File: config.mk
export PLATFORM = sky130hd
export DESIGN_NAME = fp_cvt_share_arbiter
export DESIGN_NICKNAME = d
export VERILOG_FILES = /design/src/rtl/fp_cvt_share_arbiter.sv
export SDC_FILE = /design/constraint.sdc
export NUM_CORES = 1
export LEC_CHECK = 0
export ABC_AREA = 1
export ABC_CLOCK_PERIOD_IN_PS = 3250
export BUFFER_PORTS_ARGS = -buffer_cell sky130_fd_sc_hd__buf_4
export CAP_MARGIN = 20
export CORE_AREA = 2 2 153 155
export CTS_CLUSTER_SIZE = 10
export DETAILED_ROUTE_END_ITERATION = 12
export DIE_AREA = 0 0 155 157
export PLACE_DENSITY = 0.71
export SYNTH_ARGS = -nofsm -noshare
export SYNTH_HDL_FRONTEND = slang
export SYNTH_SLANG_ARGS = --single-unit
File: constraint.sdc
create_clock -name clock -period 3.25 [get_ports clock]
set_clock_uncertainty 0.2 [all_clocks]
set_input_delay 0.65 -clock clock [delete_from_list [all_inputs] [get_ports clock]]
set_output_delay 0.65 -clock clock [all_outputs]
set_load 0.1 [all_outputs]
File: src/rtl/fp_cvt_share_arbiter.sv
// Round-robin share of one raw-single -> recoded-double converter among NREQ requesters.
// S1 issue flops drive the converter; S2 captures its result with the requester id and tag.
module fp_cvt_share_arbiter #(
    parameter int NREQ  = 4,
    parameter int TAG_W = 5,
    parameter int ID_W  = $clog2(NREQ)
) (
    input  logic                  clock,
    input  logic                  reset,
    input  logic                  flush,
    input  logic [NREQ-1:0]       req_valid,
    output logic [NREQ-1:0]       req_ready,
    input  logic [NREQ-1:0]       req_invalidExc,
    input  logic [NREQ-1:0]       req_isNaN,
    input  logic [NREQ-1:0]       req_isInf,
    input  logic [NREQ-1:0]       req_isZero,
    input  logic [NREQ-1:0]       req_sign,
    input  logic [NREQ*10-1:0]    req_sExp,
    input  logic [NREQ*25-1:0]    req_sig,
    input  logic [NREQ*TAG_W-1:0] req_tag,
    output logic                  cvt_invalidExc,
    output logic                  cvt_isNaN,
    output logic                  cvt_isInf,
    output logic                  cvt_isZero,
    output logic                  cvt_sign,
    output logic [9:0]            cvt_sExp,
    output logic [24:0]           cvt_sig,
    input  logic [64:0]           cvt_out,
    output logic                  resp_valid,
    input  logic                  resp_ready,
    output logic [64:0]           resp_bits,
    output logic [ID_W-1:0]       resp_id,
    output logic [TAG_W-1:0]      resp_tag,
    output logic                  resp_invalid,
    output logic [15:0]           nan_count,
    output logic                  busy
);

    logic              s1_valid_q, s2_valid_q;
    logic [ID_W-1:0]   ptr_q, ptr_d;
    logic              s1_inv_q, s1_nan_q, s1_inf_q, s1_zero_q, s1_sign_q;
    logic [9:0]        s1_sexp_q;
    logic [24:0]       s1_sig_q;
    logic [ID_W-1:0]   s1_id_q;
    logic [TAG_W-1:0]  s1_tag_q;
    logic [64:0]       s2_bits_q;
    logic [ID_W-1:0]   s2_id_q;
    logic [TAG_W-1:0]  s2_tag_q;
    logic              s2_inv_q;
    logic [15:0]       nan_q;

    logic              s2_free, s1_free, advance, drain, accept;
    logic              grant_vld;
    logic [ID_W-1:0]   grant_id;
    int unsigned       arb_idx;

    assign s2_free = ~s2_valid_q | resp_ready;
    assign s1_free = ~s1_valid_q | s2_free;
    assign advance = s1_valid_q & s2_free;
    assign drain   = s2_valid_q & resp_ready;

    // First valid requester at or after ptr, wrapping modulo NREQ.
    always_comb begin
        grant_vld = 1'b0;
        grant_id  = '0;
        arb_idx   = 0;
        for (int unsigned k = 0; k < NREQ; k++) begin
            arb_idx = (32'(ptr_q) + k) % NREQ;
            if (!grant_vld && req_valid[arb_idx]) begin
                grant_vld = 1'b1;
                grant_id  = ID_W'(arb_idx);
            end
        end
    end

    assign accept = grant_vld & s1_free & ~flush & reset;

    always_comb begin
        req_ready = '0;
        if (accept) req_ready[grant_id] = 1'b1;
    end

    always_comb begin
        ptr_d = ptr_q;
        if (accept) ptr_d = (grant_id == ID_W'(NREQ - 1)) ? '0 : grant_id + 1'b1;
    end

    always_ff @(posedge clock or negedge reset) begin
        if (!reset) begin
            ptr_q      <= '0;
            s1_valid_q <= 1'b0;
            s1_inv_q   <= 1'b0;
            s1_nan_q   <= 1'b0;
            s1_inf_q   <= 1'b0;
            s1_zero_q  <= 1'b0;
            s1_sign_q  <= 1'b0;
            s1_sexp_q  <= '0;
            s1_sig_q   <= '0;
            s1_id_q    <= '0;
            s1_tag_q   <= '0;
        end else begin
            ptr_q <= ptr_d;
            if (flush)        s1_valid_q <= 1'b0;
            else if (s1_free) s1_valid_q <= accept;
            if (accept) begin
                s1_inv_q  <= req_invalidExc[grant_id];
                s1_nan_q  <= req_isNaN[grant_id];
                s1_inf_q  <= req_isInf[grant_id];
                s1_zero_q <= req_isZero[grant_id];
                s1_sign_q <= req_sign[grant_id];
                s1_sexp_q <= req_sExp[32'(grant_id)*10 +: 10];
                s1_sig_q  <= req_sig[32'(grant_id)*25 +: 25];
                s1_id_q   <= grant_id;
                s1_tag_q  <= req_tag[32'(grant_id)*TAG_W +: TAG_W];
            end
        end
    end

    // An idle issue stage presents a clean zero so the converter output stays defined.
    assign cvt_invalidExc = s1_valid_q & s1_inv_q;
    assign cvt_isNaN      = s1_valid_q & s1_nan_q;
    assign cvt_isInf      = s1_valid_q & s1_inf_q;
    assign cvt_isZero     = ~s1_valid_q | s1_zero_q;
    assign cvt_sign       = s1_valid_q & s1_sign_q;
    assign cvt_sExp       = s1_valid_q ? s1_sexp_q : '0;
    assign cvt_sig        = s1_valid_q ? s1_sig_q  : '0;

    always_ff @(posedge clock or negedge reset) begin
        if (!reset) begin
            s2_valid_q <= 1'b0;
            s2_bits_q  <= '0;
            s2_id_q    <= '0;
            s2_tag_q   <= '0;
            s2_inv_q   <= 1'b0;
            nan_q      <= '0;
        end else begin
            if (flush)        s2_valid_q <= 1'b0;
            else if (s2_free) s2_valid_q <= s1_valid_q;
            if (advance) begin
                s2_bits_q <= cvt_out;
                s2_id_q   <= s1_id_q;
                s2_tag_q  <= s1_tag_q;
                s2_inv_q  <= s1_inv_q;
            end
            if (drain && s2_inv_q && nan_q != 16'hFFFF) nan_q <= nan_q + 16'd1;
        end
    end

    assign resp_valid   = s2_valid_q;
    assign resp_bits    = s2_bits_q;
    assign resp_id      = s2_id_q;
    assign resp_tag     = s2_tag_q;
    assign resp_invalid = s2_inv_q;
    assign nan_count    = nan_q;
    assign busy         = s1_valid_q | s2_valid_q;

endmodule
-- Word level (Yosys, flattened, before mapping)
Index checks and enable logic that the tools add are counted.
- flip-flop bits (word level): 140
- logic and storage cells: 99
- output and inout port bits: 135
- input port bits: 253
- add/subtract/negate cells: 5
- reductions and logical operators: 11
- multipliers: 3
- shift operators: 3
- muxes and demuxes: 36
- bitwise gates (word level): 16
- order comparisons: 6
- equality and inequality tests: 2
- operators with widths (cell ; number):
    $shiftx 100x8->25 ; 1
    $shiftx 40x7->10 ; 1
    $mux 25 ; 1
    $shiftx 20x6->5 ; 1
    $bmux 1 s2 ; 9
    $mux 1 ; 18
    $add 16x1->16 const B ; 1
    $ne 16x16->1 const B ; 1
    $lt 2x3->1 const B ; 5
    $mul 2x3->5 const B ; 2
    $mux 10 ; 1
    $mux 2 ; 5
    $and 1x1->1 ; 9
    $mul 2x5->7 const B ; 1
    $logic_and 1x1->1 ; 6
    $add 2x1->2 const B ; 2
    $add 2x2->2 const B ; 2
    $mux 4 ; 1
    $or 1x1->1 ; 4
    $reduce_bool 2->1 ; 2
    $logic_not 1->1 ; 3
    $not 1->1 ; 3
    $demux 1 s2 ; 1
    $eq 2x2->1 const B ; 1
    $ge 2x1->1 const B ; 1

-- Logic depth before layout (Yosys ltp)
- depth in word-level cells: 17
- mapped depth: 16

-- Worst setup path after synthesis
Ideal clock, no wire load.
- path kind: input-to-output
- start point: input req_valid[3]
- end point: output req_ready[1]
- slack: -1244 ps
- buffers on the path: 2
- data arrival time: 3644 ps
- cell stages on the path: 11
- path through: inv_1 > nand2_1 > nand3_1 > nand2_1 > inv_1 > nand2_1 > nand2_1 > buf_2 > buf_2 > nand2_1 > nor3_1
- longest elaborated chain between the ends: 17
- ends and longest elaborated chain (item ; RTL line ; text):
    from (decl) ; 11 ; input logic [NREQ-1:0] req_valid,
    $bmux 1 s2 ; 69 ; if (!grant_vld && req_valid[arb_idx]) begin
    $mux 1 (not written as such) ; 69 ;
    $mux 1 ; 69 ;
    $logic_not 1->1 ; 69 ;
    $logic_and 1x1->1 ; 69 ;
    $mux 1 ; 69 ;
    $logic_not 1->1 ; 69 ;
    $logic_and 1x1->1 ; 69 ;
    $mux 1 ; 69 ;
    $logic_not 1->1 ; 69 ;
    $logic_and 1x1->1 ; 69 ;
    $mux 2 ; 69 ;
    $lt 2x3->1 (not written as such) / $ge 2x1->1 (equally long branches) ; 80 ; if (accept) req_ready[grant_id] = 1'b1;
    $logic_and 1x1->1 (not written as such) ; 80 ;
    $mux 1 (not written as such) ; 80 ;
    $demux 1 s2 ; 80 ;
    $mux 4 * ; 80 ;
    to (decl) ; 12 ; output logic [NREQ-1:0] req_ready,
Mark *: on every way between the ends. The rest lies on a longest branch, timed or not. The select of a mux whose other input is x is not followed.

-- Worst setup path in the final report
- start point: register ptr_q[0]
- end point: output req_ready[3]
- longest elaborated chain between the ends: 17
- ends and longest elaborated chain (item ; RTL line ; text):
    from (decl) ; 40 ; logic [ID_W-1:0] ptr_q, ptr_d;
    from (signal assigned) ; 102 ; ptr_q <= ptr_d;
    branches (longest 16 deep; another with $lt 2x3->1) ; -- ;
    $mux 4 * ; 80 ;
Mark *: on every way between the ends. The select of a mux whose other input is x is not followed.

==> reports/summary.txt <==
==========================================================================================
Count of max-cap constraint violations ......................................            0
Static leakage power ........................................................      7.26 nW
Min Clock Period, post-route ................................................      3.26 ns
Crit path max-delay cell type ...............................................      dfrtp_2
Final Slew Violations .......................................................            0
Cell count after synthesis ..................................................         1146
Syn avg cell area ...........................................................     7.35 µm²
Ys flop type ................................................................      dfrtp_1
Pin count of the biggest net entering global routing ........................          141
Number of global-route vias before repair ...................................         8323
Number of design rule violations left after detail routing ..................            0
Via-per-instance ratio ......................................................         4.85
Grt ovf .....................................................................            0
Initial antenna violation count .............................................            0
Launch instance of the worst register-to-register path ......................     ptr_q[0]
Instance count on the critical path .........................................           12
Power share of the sequential group .........................................        18.9%
Netlist Area Pre-Place ......................................................     8430 µm²
Endpoint of the most critical setup path .................................... req_ready[3]
Routability congestion estimate .............................................        0.830
Buffers added on ports ......................................................          387
Worst reg2reg setup slack ...................................................      0.62 ns
Effective utilization at floorplan ..........................................        37.5%
Area added between synthesis and finish .....................................        46.0%
Post-placement worst setup slack ............................................     0.146 ns
Post-Route Setup TNS ........................................................   -0.0123 ns
Setup repair after global routing missed its margin .........................         true
Slew at the pin closest to its max-slew limit ...............................     0.747 ns
# rows ......................................................................           55
Net switching power .........................................................      9.02 mW
Post-synth EDFFs ............................................................            0
Number of detailed-routing iterations run before antenna repair .............            7
First-pass GRT wire length ..................................................     42300 µm
Clock Tree Root .............................................................    clkbuf_16
Cell-internal power .........................................................      6.31 mW
Fmax ........................................................................      307 MHz
Fraction of power consumed by the clock network .............................        12.4%
FF+latch count, synth .......................................................          140
Clock insertion delay at the later pin of the skew report ...................      0.41 ns
Worst-case reg-to-reg path depth ............................................           11
Run status .................................................................. finished, violations left
Number of buffers created by CTS ............................................           17
Most used cell along the critical path ......................................      nand2_1
Hold Buf Count CTS ..........................................................            0
FF-to-FF End ................................................................  s1_tag_q[1]
H-tree depth reported by CTS ................................................            4
CORE AREA ...................................................................    22500 µm²
Diodes inserted .............................................................            0
Number of nets at the end of the flow .......................................         1756
Failing checks .............................................................. setup timing
Arrival @ worst endpoint ....................................................      2.41 ns
Cell taking the most area after synthesis ...................................      dfrtp_1
Vertical extent of the die ..................................................       157 µm
Slew HR .....................................................................        50.2%
Maximum fanout count along the critical path ................................            7
Clock sinks .................................................................          140
Total Routed Length .........................................................     27600 µm
Clock edge transition at the registers on the reported setup and hold paths .      0.07 ns
Ratio of final minimum period to clock period ...............................         100%
Floorplan die area ..........................................................    24300 µm²
Fraction of layout cells with a size suffix above 1 .........................        35.6%
Mean routed wirelength per cell .............................................      15.4 µm
Post-DP HPWL ................................................................     19700 µm
Hold Crit Class .............................................................     in2async
Synth unique cells ..........................................................           29
Part of the total power dissipated in combinational logic ...................        68.8%
Syn Nets ....................................................................         1401
Final setup fails ...........................................................            1
Worst Path Buf+Inv ..........................................................            3
X dimension of the die ......................................................       155 µm
IO Pins .....................................................................          388
Beginning of the critical path ..............................................     ptr_q[0]
Power density of the placed cells ...........................................  1250 nW/µm²
Required arrival time at the worst endpoint .................................      2.40 ns
Top post-synthesis cells by count ........................................... 365 x nand2_1, 242 x inv_1, 140 x dfrtp_1, 105 x nand3_1, 93 x nand4_1
Number of filler instances in the final layout ..............................         2132
Post-route design area ......................................................    12300 µm²
Crit Path Category ..........................................................      reg2out
Share of synthesized flip-flops with an asynchronous set or reset ...........         100%
Total global routing track utilization ......................................        21.8%
Peak supply drop ............................................................   0.000825 V
Crit path largest cell delay ................................................      0.46 ns
Most frequent cell after synthesis ..........................................      nand2_1
Post-detailed-route count of antenna-violating nets .........................            0
Nature of the critical path endpoint ........................................  output port
Proportion of netlist area held by the largest area contributor .............        41.6%
Vias ........................................................................         8718
Clock tree from TritonCTS ...................................................        built
Top Family by Delay on Critical Path ........................................ simple AND/OR/NAND/NOR gates
Launching element type of the critical path .................................    flip-flop
Fraction of power spent switching nets ......................................        58.8%
Cell breakdown of the critical path ......................................... buf_4 > nand2_1 > nand2_1 > nand2_1 > nand2_1 > nor2_4 > nand3_2 > nand3_4 > ha_2 > inv_1 > nor2_4 > buf_12
Clock buffer depth ..........................................................            2
Fraction of the yosys area taken by sequential cells ........................        41.6%
Final WS setup ..............................................................   -0.0123 ns
Top cells by area in the synthesized netlist ................................ dfrtp_1 42%, nand2_1 16%, inv_1 11%, mux2_2 9.8%, nand4_1 6.9%
Violation count after the first detailed-routing iteration ..................          398
Final hold violation count ..................................................            0
Synth warnings ..............................................................            0
Total cell area at the placement stage ......................................    11600 µm²
==========================================================================================
## through the flow
| stage | util, % | hold WS, ns | power (mW) | std cells |
|---|---|---|---|---|
| after floorplan | - | 0.154 | 11.0 | 1146 |
| after global placement | 51.5 | 0.263 | 13.2 | 1760 |
| after detailed placement | 51.5 | 0.266 | 13.3 | 1760 |
| after CTS | 54.1 | 0.194 | 15.3 | 1792 |
| after global routing | 54.7 | 0.182 | 16.3 | 1799 |
| final | 54.7 | 0.187 | 15.3 | 1799 |
## flip-flops by register name (all words and copies together) (netlist names), 2 cells and up
signal / flops
nan_count: 16
ptr_q: 2
resp_bits: 65
resp_id: 2
resp_tag: 5
s1_id_q: 2
s1_sexp_q: 10
s1_sig_q: 25
s1_tag_q: 5
## power by group through the flow
stage	registers (mW)	clock network, mW	logic [mW]
after floorplan	5.94	0	5.02
after global placement	2.89	0	10.3
after detailed placement	2.93	0	10.4
after CTS	2.91	1.95	10.4
after global routing	2.99	2.04	11.3
final	2.90	1.90	10.5
## kinds of logic after synthesis
family          share of synthesized area, %
flops                                   41.6
xor+xnor                                1.45
simple gates                            31.2
buf+inv                                 15.2
fa+ha+maj                              0.297
mux                                     9.75
compound gates                         0.535
## final cells by class
type	instances	area (µm²)	area share [%]
Multi-Input combinational cell	689	3740	30.4
Clock buffer	18	439	3.57
Sequential cell	140	3510	28.5
Clock inverter	14	146	1.19
Tap cell	285	357	2.90
Timing Repair Buffer	408	3190	25.9
Inverter	245	922	7.49
## layout by cell type (no fill, tap or decap), types with 2 or more instances in the layout
cell	count
inv_2	3
clkinv_8	2
nor4_1	2
nand2_2	3
clkinv_4	2
mux2_2	73
nand4_1	93
nor2_1	12
nand2_1	360
inv_8	4
dfrtp_2	2
clkbuf_16	17
nor3_1	4
nand3_1	101
or2_2	2
nor2_4	2
buf_12	10
xnor2_1	5
buf_4	397
nand3_4	4
o21ai_0	4
nand2_4	2
inv_6	5
nand3_2	2
inv_1	240
dfrtp_1	138
xor2_1	9
nor2_2	3
## worst min-delay path by stage
stage                    to  slack [ns]  depth (start not counted)
3_5_place_dp    s1_sig_q[3]        0.27                          2
6_report       nan_count[6]        0.19                          2
5_1_grt        nan_count[6]        0.18                          2
2_1_floorplan  nan_count[0]        0.15                          0
3_3_place_gp   s1_sig_q[20]        0.26                          2
4_1_cts          resp_valid        0.19                          2
## metal layers
metal | part of all wire, % | global-route usage (%) | wire (µm)
met1 | 41 | 26.0 | 11200
met5 | 0 | 0 | 0
met4 | 2.0 | 6.39 | 563
met2 | 50 | 38.7 | 13800
met3 | 7.4 | 5.81 | 2060
## worst reg2reg max path, stage by stage, from the launching register on
cell and delay, ns:
dfrtp_2 0.46, buf_4 0.17, nand2_1 0.08, nand2_1 0.12, a31oi_1 0.36, nand3_4 0.14, clkinv_1 0.09, buf_4 0.45
nand3_1 0.26, nand2_1 0.11, nand2_1 0.05, nand2_1 0.07
## timing repair
action | 4_1_cts | 5_1_grt
resized for setup | 4 | 19
setup buffers | 0 | 7
setup endpoints to repair | 4 | 4
pin swaps | 0 | 5
hold endpoints to repair | 0 | 0
(Power assumes the default switching activity.)
